### src/rtl/hazard_pkg.sv
// Shared types for the hazard controller: forwarding mux selects and the
// multi-cycle Execute FSM state encoding.
package hazard_pkg;

   typedef enum logic [1:0] {
      FWD_RF = 2'b00,
      FWD_W  = 2'b01,
      FWD_M  = 2'b10
   } fwd_sel_t;

   typedef enum logic {
      MC_IDLE = 1'b0,
      MC_BUSY = 1'b1
   } mc_state_t;

endpackage

### src/rtl/hazard_ctrl_mc_stall.sv
// Multi-cycle Execute sequencer: holds the pipeline for MC_LAT-1 cycles and
// pulses MCDoneE on the final Execute cycle.
//
//   state   | meaning
//   --------+-----------------------------------------------------------
//   MC_IDLE | no op in flight; MCStartE starts one (or finishes it at once
//           | when MC_LAT==1)
//   MC_BUSY | op in flight; cnt counts remaining stall cycles, done at 0
module mc_stall_ctrl
   import hazard_pkg::*;
#(
   parameter int MC_LAT = 4
) (
   input  logic clk,
   input  logic reset_n,
   input  logic MCStartE,
   output logic mcStall,
   output logic MCDoneE
);

   localparam int              CNT_W    = (MC_LAT > 2) ? $clog2(MC_LAT - 1) : 1;
   localparam logic            MULTI    = (MC_LAT > 1);
   localparam logic [CNT_W-1:0] CNT_LOAD = (MC_LAT > 1) ? CNT_W'(MC_LAT - 2) : '0;

   mc_state_t        state;
   logic [CNT_W-1:0] cnt;

   // State and down-counter; MCStartE is ignored while BUSY since the held
   // instruction keeps it asserted.
   always_ff @(posedge clk) begin
      if (!reset_n) begin
         state <= MC_IDLE;
         cnt   <= '0;
      end else begin
         case (state)
            MC_IDLE: begin
               if (MCStartE && MULTI) begin
                  cnt   <= CNT_LOAD;
                  state <= MC_BUSY;
               end
            end
            MC_BUSY: begin
               if (cnt != '0) cnt <= cnt - CNT_W'(1);
               else           state <= MC_IDLE;
            end
            default: state <= MC_IDLE;
         endcase
      end
   end

   // Stall must rise in the same cycle MCStartE is first seen, so these are
   // decoded from the current state rather than registered.
   always_comb begin
      mcStall = 1'b0;
      MCDoneE = 1'b0;
      if (reset_n) begin
         case (state)
            MC_IDLE: begin
               mcStall = MCStartE & MULTI;
               MCDoneE = MCStartE & ~MULTI;
            end
            MC_BUSY: begin
               mcStall = (cnt != '0);
               MCDoneE = (cnt == '0);
            end
            default: ;
         endcase
      end
   end

endmodule

### src/rtl/hazard_ctrl.sv
// Pipeline hazard controller: Execute operand forwarding, load-use stall,
// branch/PC-write flushes, multi-cycle op hold and a stall-cycle counter.
module hazard_ctrl
   import hazard_pkg::*;
#(
   parameter int NUM_SRC    = 3,
   parameter int REG_W      = 4,
   parameter int NO_FWD_REG = 15,
   parameter int MC_LAT     = 4,
   parameter int PERF_W     = 16
) (
   input  logic                     clk,
   input  logic                     reset_n,
   input  logic [NUM_SRC*REG_W-1:0] RAE,
   input  logic [REG_W-1:0]         RA1D,
   input  logic [REG_W-1:0]         RA2D,
   input  logic [REG_W-1:0]         WA3E,
   input  logic [REG_W-1:0]         WA3M,
   input  logic [REG_W-1:0]         WA3W,
   input  logic                     RegWriteE,
   input  logic                     RegWriteM,
   input  logic                     RegWriteW,
   input  logic                     MemtoRegE,
   input  logic                     BranchTakenE,
   input  logic                     PCWrPendingF,
   input  logic                     PCSrcW,
   input  logic                     MCStartE,
   output logic [NUM_SRC*2-1:0]     ForwardE,
   output logic                     StallF,
   output logic                     StallD,
   output logic                     StallE,
   output logic                     FlushD,
   output logic                     FlushE,
   output logic                     MCDoneE,
   output logic [PERF_W-1:0]        StallCount
);

   localparam logic [REG_W-1:0] NO_FWD = REG_W'(NO_FWD_REG);

   logic ld_stall;
   logic mc_stall;

   for (genvar i = 0; i < NUM_SRC; i++) begin : g_fwd
      logic [REG_W-1:0] ra;
      fwd_sel_t         sel;

      assign ra = RAE[i*REG_W +: REG_W];

      // Memory stage result is newer than Writeback, so it wins; the PC is
      // never forwarded because the datapath supplies PC+8 itself.
      always_comb begin
         sel = FWD_RF;
         if (ra != NO_FWD) begin
            if (RegWriteM && (ra == WA3M))      sel = FWD_M;
            else if (RegWriteW && (ra == WA3W)) sel = FWD_W;
         end
      end

      assign ForwardE[i*2 +: 2] = {2{reset_n}} & sel;
   end

   mc_stall_ctrl #(
      .MC_LAT (MC_LAT)
   ) u_mc (
      .clk      (clk),
      .reset_n  (reset_n),
      .MCStartE (MCStartE),
      .mcStall  (mc_stall),
      .MCDoneE  (MCDoneE)
   );

   // Stall and flush decode; reset forces bubbles into D and E with no holds.
   always_comb begin
      ld_stall = MemtoRegE & RegWriteE & ((RA1D == WA3E) | (RA2D == WA3E));
      StallE   = reset_n & mc_stall;
      StallD   = reset_n & (ld_stall | mc_stall);
      StallF   = reset_n & (ld_stall | mc_stall | PCWrPendingF);
      FlushD   = ~reset_n | PCWrPendingF | PCSrcW | BranchTakenE;
      FlushE   = ~reset_n | BranchTakenE | (ld_stall & ~mc_stall);
   end

   // Saturating count of Decode stall cycles.
   always_ff @(posedge clk) begin
      if (!reset_n)                          StallCount <= '0;
      else if (StallD && (StallCount != '1)) StallCount <= StallCount + PERF_W'(1);
   end

endmodule

### config.mk
export PLATFORM = sky130hd
export DESIGN_NAME = hazard_ctrl
export DESIGN_NICKNAME = d
export VERILOG_FILES = /design/src/rtl/hazard_pkg.sv /design/src/rtl/hazard_ctrl_mc_stall.sv /design/src/rtl/hazard_ctrl.sv
export SDC_FILE = /design/constraint.sdc
export NUM_CORES = 1
export LEC_CHECK = 0
export CAP_MARGIN = 0
export CELL_PAD_IN_SITES_DETAIL_PLACEMENT = 1
export CELL_PAD_IN_SITES_GLOBAL_PLACEMENT = 1
export CORE_MARGIN = 2
export CORE_UTILIZATION = 29
export DETAILED_ROUTE_END_ITERATION = 12
export MAX_ROUTING_LAYER = met4
export PLACE_DENSITY_LB_ADDON = 0.1
export SLEW_MARGIN = 20
export SYNTH_ARGS = -nofsm -noshare
export SYNTH_HDL_FRONTEND = slang
export SYNTH_SLANG_ARGS = --single-unit
### constraint.sdc
create_clock -name clk -period 2.4 [get_ports clk]
set_input_delay 0.24 -clock clk [delete_from_list [all_inputs] [get_ports clk]]
set_output_delay 0.24 -clock clk [all_outputs]
set_load 0.03 [all_outputs]
Word level (Yosys, flattened, before mapping)
Index checks and enable logic that the tools add are counted.
{ "totals": {"word_cells": 68, "regBits": 19, "inputBits": 42, "out_inout_bits": 28} }
{ "op_classes": {"n_bitwise": 20, "mux": 19, "n_eq_ne": 14, "reduce_logical": 10, "n_addsub": 2} }
{ "ops": {"columns": ["op", "n"], "rows": [
  ["$eq 4x4->1", 8],
  ["$add 16x1->16 const B", 1],
  ["$mux 2", 8],
  ["$ne 16x16->1 const B", 1],
  ["$ne 4x4->1 const B", 3],
  ["$or 1x1->1", 8],
  ["$logic_and 1x1->1", 7],
  ["$mux 1", 7],
  ["$and 1x1->1", 6],
  ["$and 2x2->2", 3],
  ["$pmux 1 s2", 3],
  ["$ne 2x2->1 const B", 2],
  ["$pmux 2 s2", 1],
  ["$not 1->1", 3],
  ["$logic_not 2->1", 1],
  ["$reduce_and 2->1", 1],
  ["$reduce_bool 2->1", 1],
  ["$sub 2x1->2 const B", 1]
]} }

Depth between registers and ports, before layout
{ "logic_depth": {"ltp_word": 6, "depth_mapped": 9, "ltp_nobuf": 7} }

Modules after synthesis
Synthesis repeated with hierarchy kept, for this count alone.
{ "unflattened": {"hier_cells": 193, "area_unflattened_um2": 1527.7} }
{ "modules_own_cells": {"columns": ["module", "area_per_inst_um2", "n_inst", "cells_per_inst", "seq_area_each_um2"], "rows": [
  ["hazard_ctrl", 1366.3, 1, 177, 320.3],
  ["mc_stall_ctrl", 161.4, 1, 16, 60.1]
]} }

Least setup slack after synthesis
Ideal clock, no wire load.
{ "synth_timing": {"path_type": "register to register", "start": "register u_mc.cnt[0]", "end": "register StallCount[11]", "arrival_ns": 2.069, "path_stages_with_launch": 9, "n_path_buf": 1, "slack_ns": 0.260, "setup_ns": 0.070, "t_required_ns": 2.330, "synth_period_minus_slack_ns": 2.140, "cell_sequence": "dfxtp_1 -> inv_1 -> ha_1 -> and2_1 -> nor3_4 -> and3b_1 -> clkbuf_2 -> or4_1 -> a21oi_1"} }
{ "synth_via": {"elab_chain_len": 6} }
{ "synth_rtl": {"columns": ["element", "line_no", "source"], "rows": [
  ["start, declared", "hazard_ctrl_mc_stall.sv:26", "logic [CNT_W-1:0] cnt;"],
  ["start signal, assigned", "hazard_ctrl_mc_stall.sv:43", "if (cnt != '0) cnt <= cnt - CNT_W'(1);"],
  ["$reduce_bool 2->1", "hazard_ctrl_mc_stall.sv:63", "mcStall = (cnt != '0);"],
  ["$pmux 1 s2", "hazard_ctrl_mc_stall.sv:57", "case (state)"],
  ["$mux 1", "hazard_ctrl_mc_stall.sv:56", "if (reset_n) begin"],
  ["$or 1x1->1", "hazard_ctrl.sv:76", "StallD = reset_n & (ld_stall | mc_stall);"],
  ["$and 1x1->1", "hazard_ctrl.sv:76", null],
  ["$logic_and 1x1->1", "hazard_ctrl.sv:85", "else if (StallD && (StallCount != '1)) StallCount <= StallCount + PERF_W'(1);"],
  ["end signal, assigned", "hazard_ctrl.sv:85", null],
  ["end, declared", "hazard_ctrl.sv:35", "output logic [PERF_W-1:0] StallCount"]
]} }
Every way passes these cells.
A chain may end at the register's enable or synchronous reset.

Worst setup path in the final report
{ "layout_timing": {"start": "register u_mc.cnt[0]", "end": "output FlushE"} }
{ "layout_via": {"elab_chain_len": 6} }
{ "layout_rtl": {"columns": ["element", "line_no", "source"], "rows": [
  ["$reduce_bool 2->1", "hazard_ctrl_mc_stall.sv:63", null],
  ["$pmux 1 s2", "hazard_ctrl_mc_stall.sv:57", null],
  ["$mux 1", "hazard_ctrl_mc_stall.sv:56", null],
  ["$not 1->1", "hazard_ctrl.sv:79", "FlushE = ~reset_n | BranchTakenE | (ld_stall & ~mc_stall);"],
  ["$and 1x1->1", "hazard_ctrl.sv:79", null],
  ["$or 1x1->1", "hazard_ctrl.sv:79", null],
  ["end, declared", "hazard_ctrl.sv:33", "output logic FlushE,"]
]} }
Every way passes these cells.

==> impl_results.md <==
- CTS Sinks: 19
- Maximum clock frequency: 0.448 GHz
- Number of diodes: 0
- Synth async-reset ratio: 0%
- Most frequent cells in the layout: clkdlybuf4s50_1 (60), buf_4 (23), dfxtp_1 (19), xnor2_1 (16), nand2_1 (15)
- Worst min-delay path class: reg -> reg
- Die area: 0.00572 sq mm
- Via/cell ratio: 5.05
- Netlist Area Pre-Place: 0.00149 sq mm
- Pleak: 0.875 nW
- Clk pwr share: 27.0%
- Crit path required time: 2160 ps
- Overall Power: 863 uW
- Initial DRC Count: 46
- Initial Util: 29.5%
- Die outline height: 75.7 microns
- Cts bufs inserted: 3
- Drt drc: 0
- Root Buffer: clkbuf_8
- Setup TNS: 0 ps
- Fin nets: 319
- Final Hold Violating Endpoints: 0
- Tcrit/Tclk final: 93.1%
- Post-synth cell types: 39
- Final wirelength: 4680 microns
- Vias in the first global route: 1,701
- Core area: 0.00504 sq mm
- Status: complete, no violations
- Dpl cells: 340
- First-pass GRT wire length: 7990 microns
- Switching part of the total power: 31.3%
- Placed Instance Area: 0.00236 sq mm
- Yosys reg bits: 19
- Die width: 75.7 microns
- Final min period: 2230 ps
- Worst-Skew Late Latency: 260 ps
- Critical Path Start Type: flop
- Ys Warns: 0
- Maximum number of pins on one net before global-route repair: 30
- Max_cap viols: 0
- Antenna Nets Post-Route: 0
- Post-route cell area: 0.00241 sq mm
- Clock transition at the registers of the reported paths: 80 ps
- Slew of the pin with the lowest slew margin: 394 ps
- I/O Pins: 70
- Number of fill cells: 629
- Worst setup EP type: output pin
- Finished Layout Cells: 344
- Critical path type: reg -> out
- Unrepaired setup endpoints after global routing: false
- Slew Limit Fails: 0
- Critical path data arrival time: 1990 ps
- Top FF cell, synth: dfxtp_1
- Synth area leader: dfxtp_1
- Per-cell routed wire length: 13.6 microns
- Synth Net Count: 235
- Gate power share: 35.0%
- Largest cells by area after synthesis: dfxtp_1 (26%), xnor2_1 (9.4%), xor2_1 (7.6%), o31ai_1 (6.1%), or4_1 (5.5%)
- Final Core Density: 47.8%
- Endpoints failing setup: 0
- Commonest non-fill, non-tap cell in the layout: clkdlybuf4s50_1
- Mapped Cells: 191
- Max Fanout on Critical Path: 4
- Psw: 270 uW
- Share of the synthesized area in the top cell type: 25.5%
- Seq pwr share: 37.9%
- Number of flops mapped to enable cells by yosys: 0
- Tot GR Track Use: 18.1%
- I/O Buffers: 69
- Rel. slew slack: 73.5%
- PwrDens: 358 mW/mm^2
- DRT Pass-1 Iters: 4
- Storage cell area: 380 sq um
- Multi-input logic area: 0.00106 sq mm
- Maximum vdd drop: 239 uV
- Sequential cell area fraction in the yosys report: 25.5%
- GP Congestion: 0.821
- Initial antenna violation count: 0
- Hpwl dp: 3850 microns
- Routed vias: 1,736
- TritonCTS clock tree: done
- Row cnt: 26
- Clk_skew: 6.34 ps
- Cell-internal power: 593 uW
- Clk buf depth: 2
- Area Overhead vs Synth: 61.8%
- Share of layout cells above drive strength 1: 11.7%
- CTS H-tree depth: 1
- Congestion Overflow GR: 0
- Mean Syn Cell Area: 7.80 sq um
registers in the layout, indices dropped and copies added, names as in the netlist:
signal and flops:
StallCount 16, u_mc.cnt 2, u_mc.state 1
layout make-up:
type                    instances  area share, %
clock buffers                   3           1.71
multi-input cells             161           44.2
repair buffers                 86           33.8
clock inverters                 1          0.208
inverters                       4          0.623
flip-flops and latches         19           15.8
well taps                      70           3.64
timing repair:
| item | in CTS | in global routing |
|---|---|---|
| resized for setup | 1 | 1 |
| cloned | 0 | 0 |
| hold buffers | 0 | 0 |
| setup endpoints to repair | 1 | 1 |
| buffers inserted | 0 | 0 |
metrics by stage:
step | hold slack (ps) | worst slack (ps)
global placement | 484 | 48.1
floorplan | 386 | 260
detailed placement | 485 | 52.4
CTS | 495 | 52.8
global route | 533 | 37.6
finish | 493 | 166
worst max-delay path, cell delays in order, from the launching register on:
cell	delay [ps]
dfxtp_1	310
inv_1	60
ha_1	220
and2_1	210
nor2_1	200
nor2b_1	70
or3_1	300
dlygate4sd2_1	360
metal layers:
layer	wire [microns]	track usage, %	up-vias	share of wire [%]
li1	-	-	883	-
met1	2210	24.6	819	47
met2	2330	29.7	32	50
met3	126	1.98	2	2.7
met4	14	2.92	0	0.30
met5	0	-	-	0
final timing paths:
| path | endpoint | start | slack, ps | cells after the start |
|---|---|---|---|---|
| hold / removal | StallCount[7] | StallCount[7] | 490 | 2 |
| setup reg to reg | StallCount[5] | u_mc.cnt[0] | 240 | 8 |
| setup / recovery | FlushE | u_mc.cnt[0] | 170 | 7 |
| hold reg to reg | StallCount[7] | StallCount[7] | 490 | 2 |
cell families after synthesis:
| group | Yosys count | share of synthesized area, % |
|---|---|---|
| AND/OR/NAND/NOR | 92 | 36.1 |
| AO/OA/AOI/OAI | 36 | 15.2 |
| XOR/XNOR | 29 | 17.1 |
| flip-flops | 19 | 25.5 |
| buffers and inverters | 11 | 2.94 |
| multiplexers | 2 | 1.43 |
| adder cells (fa/ha/maj) | 2 | 1.68 |
cells in the mapped netlist, drive strengths merged (3+ instances only):
| cell type | count |
|---|---|
| nand2 | 15 |
| clkbuf | 6 |
| and3 | 6 |
| and4 | 4 |
| or3 | 3 |
| a21oi | 13 |
| or4 | 11 |
| nor2 | 11 |
| nor3 | 4 |
| o21ai | 5 |
| xor2 | 13 |
| xnor2 | 16 |
| and2 | 5 |
| dfxtp | 19 |
| o31ai | 12 |
| nor4 | 5 |
| nand3 | 9 |
| nand4 | 11 |
| inv | 4 |
power by group through the flow:
stage               Clock [mW]  Sequential, mW  Combinational, mW
floorplan                    0           0.338              0.137
global placement             0           0.335              0.301
detailed placement           0           0.335              0.305
CTS                      0.238           0.328              0.306
global route             0.250           0.329              0.330
finish                   0.233           0.327              0.302
(Power assumes the default switching activity.)
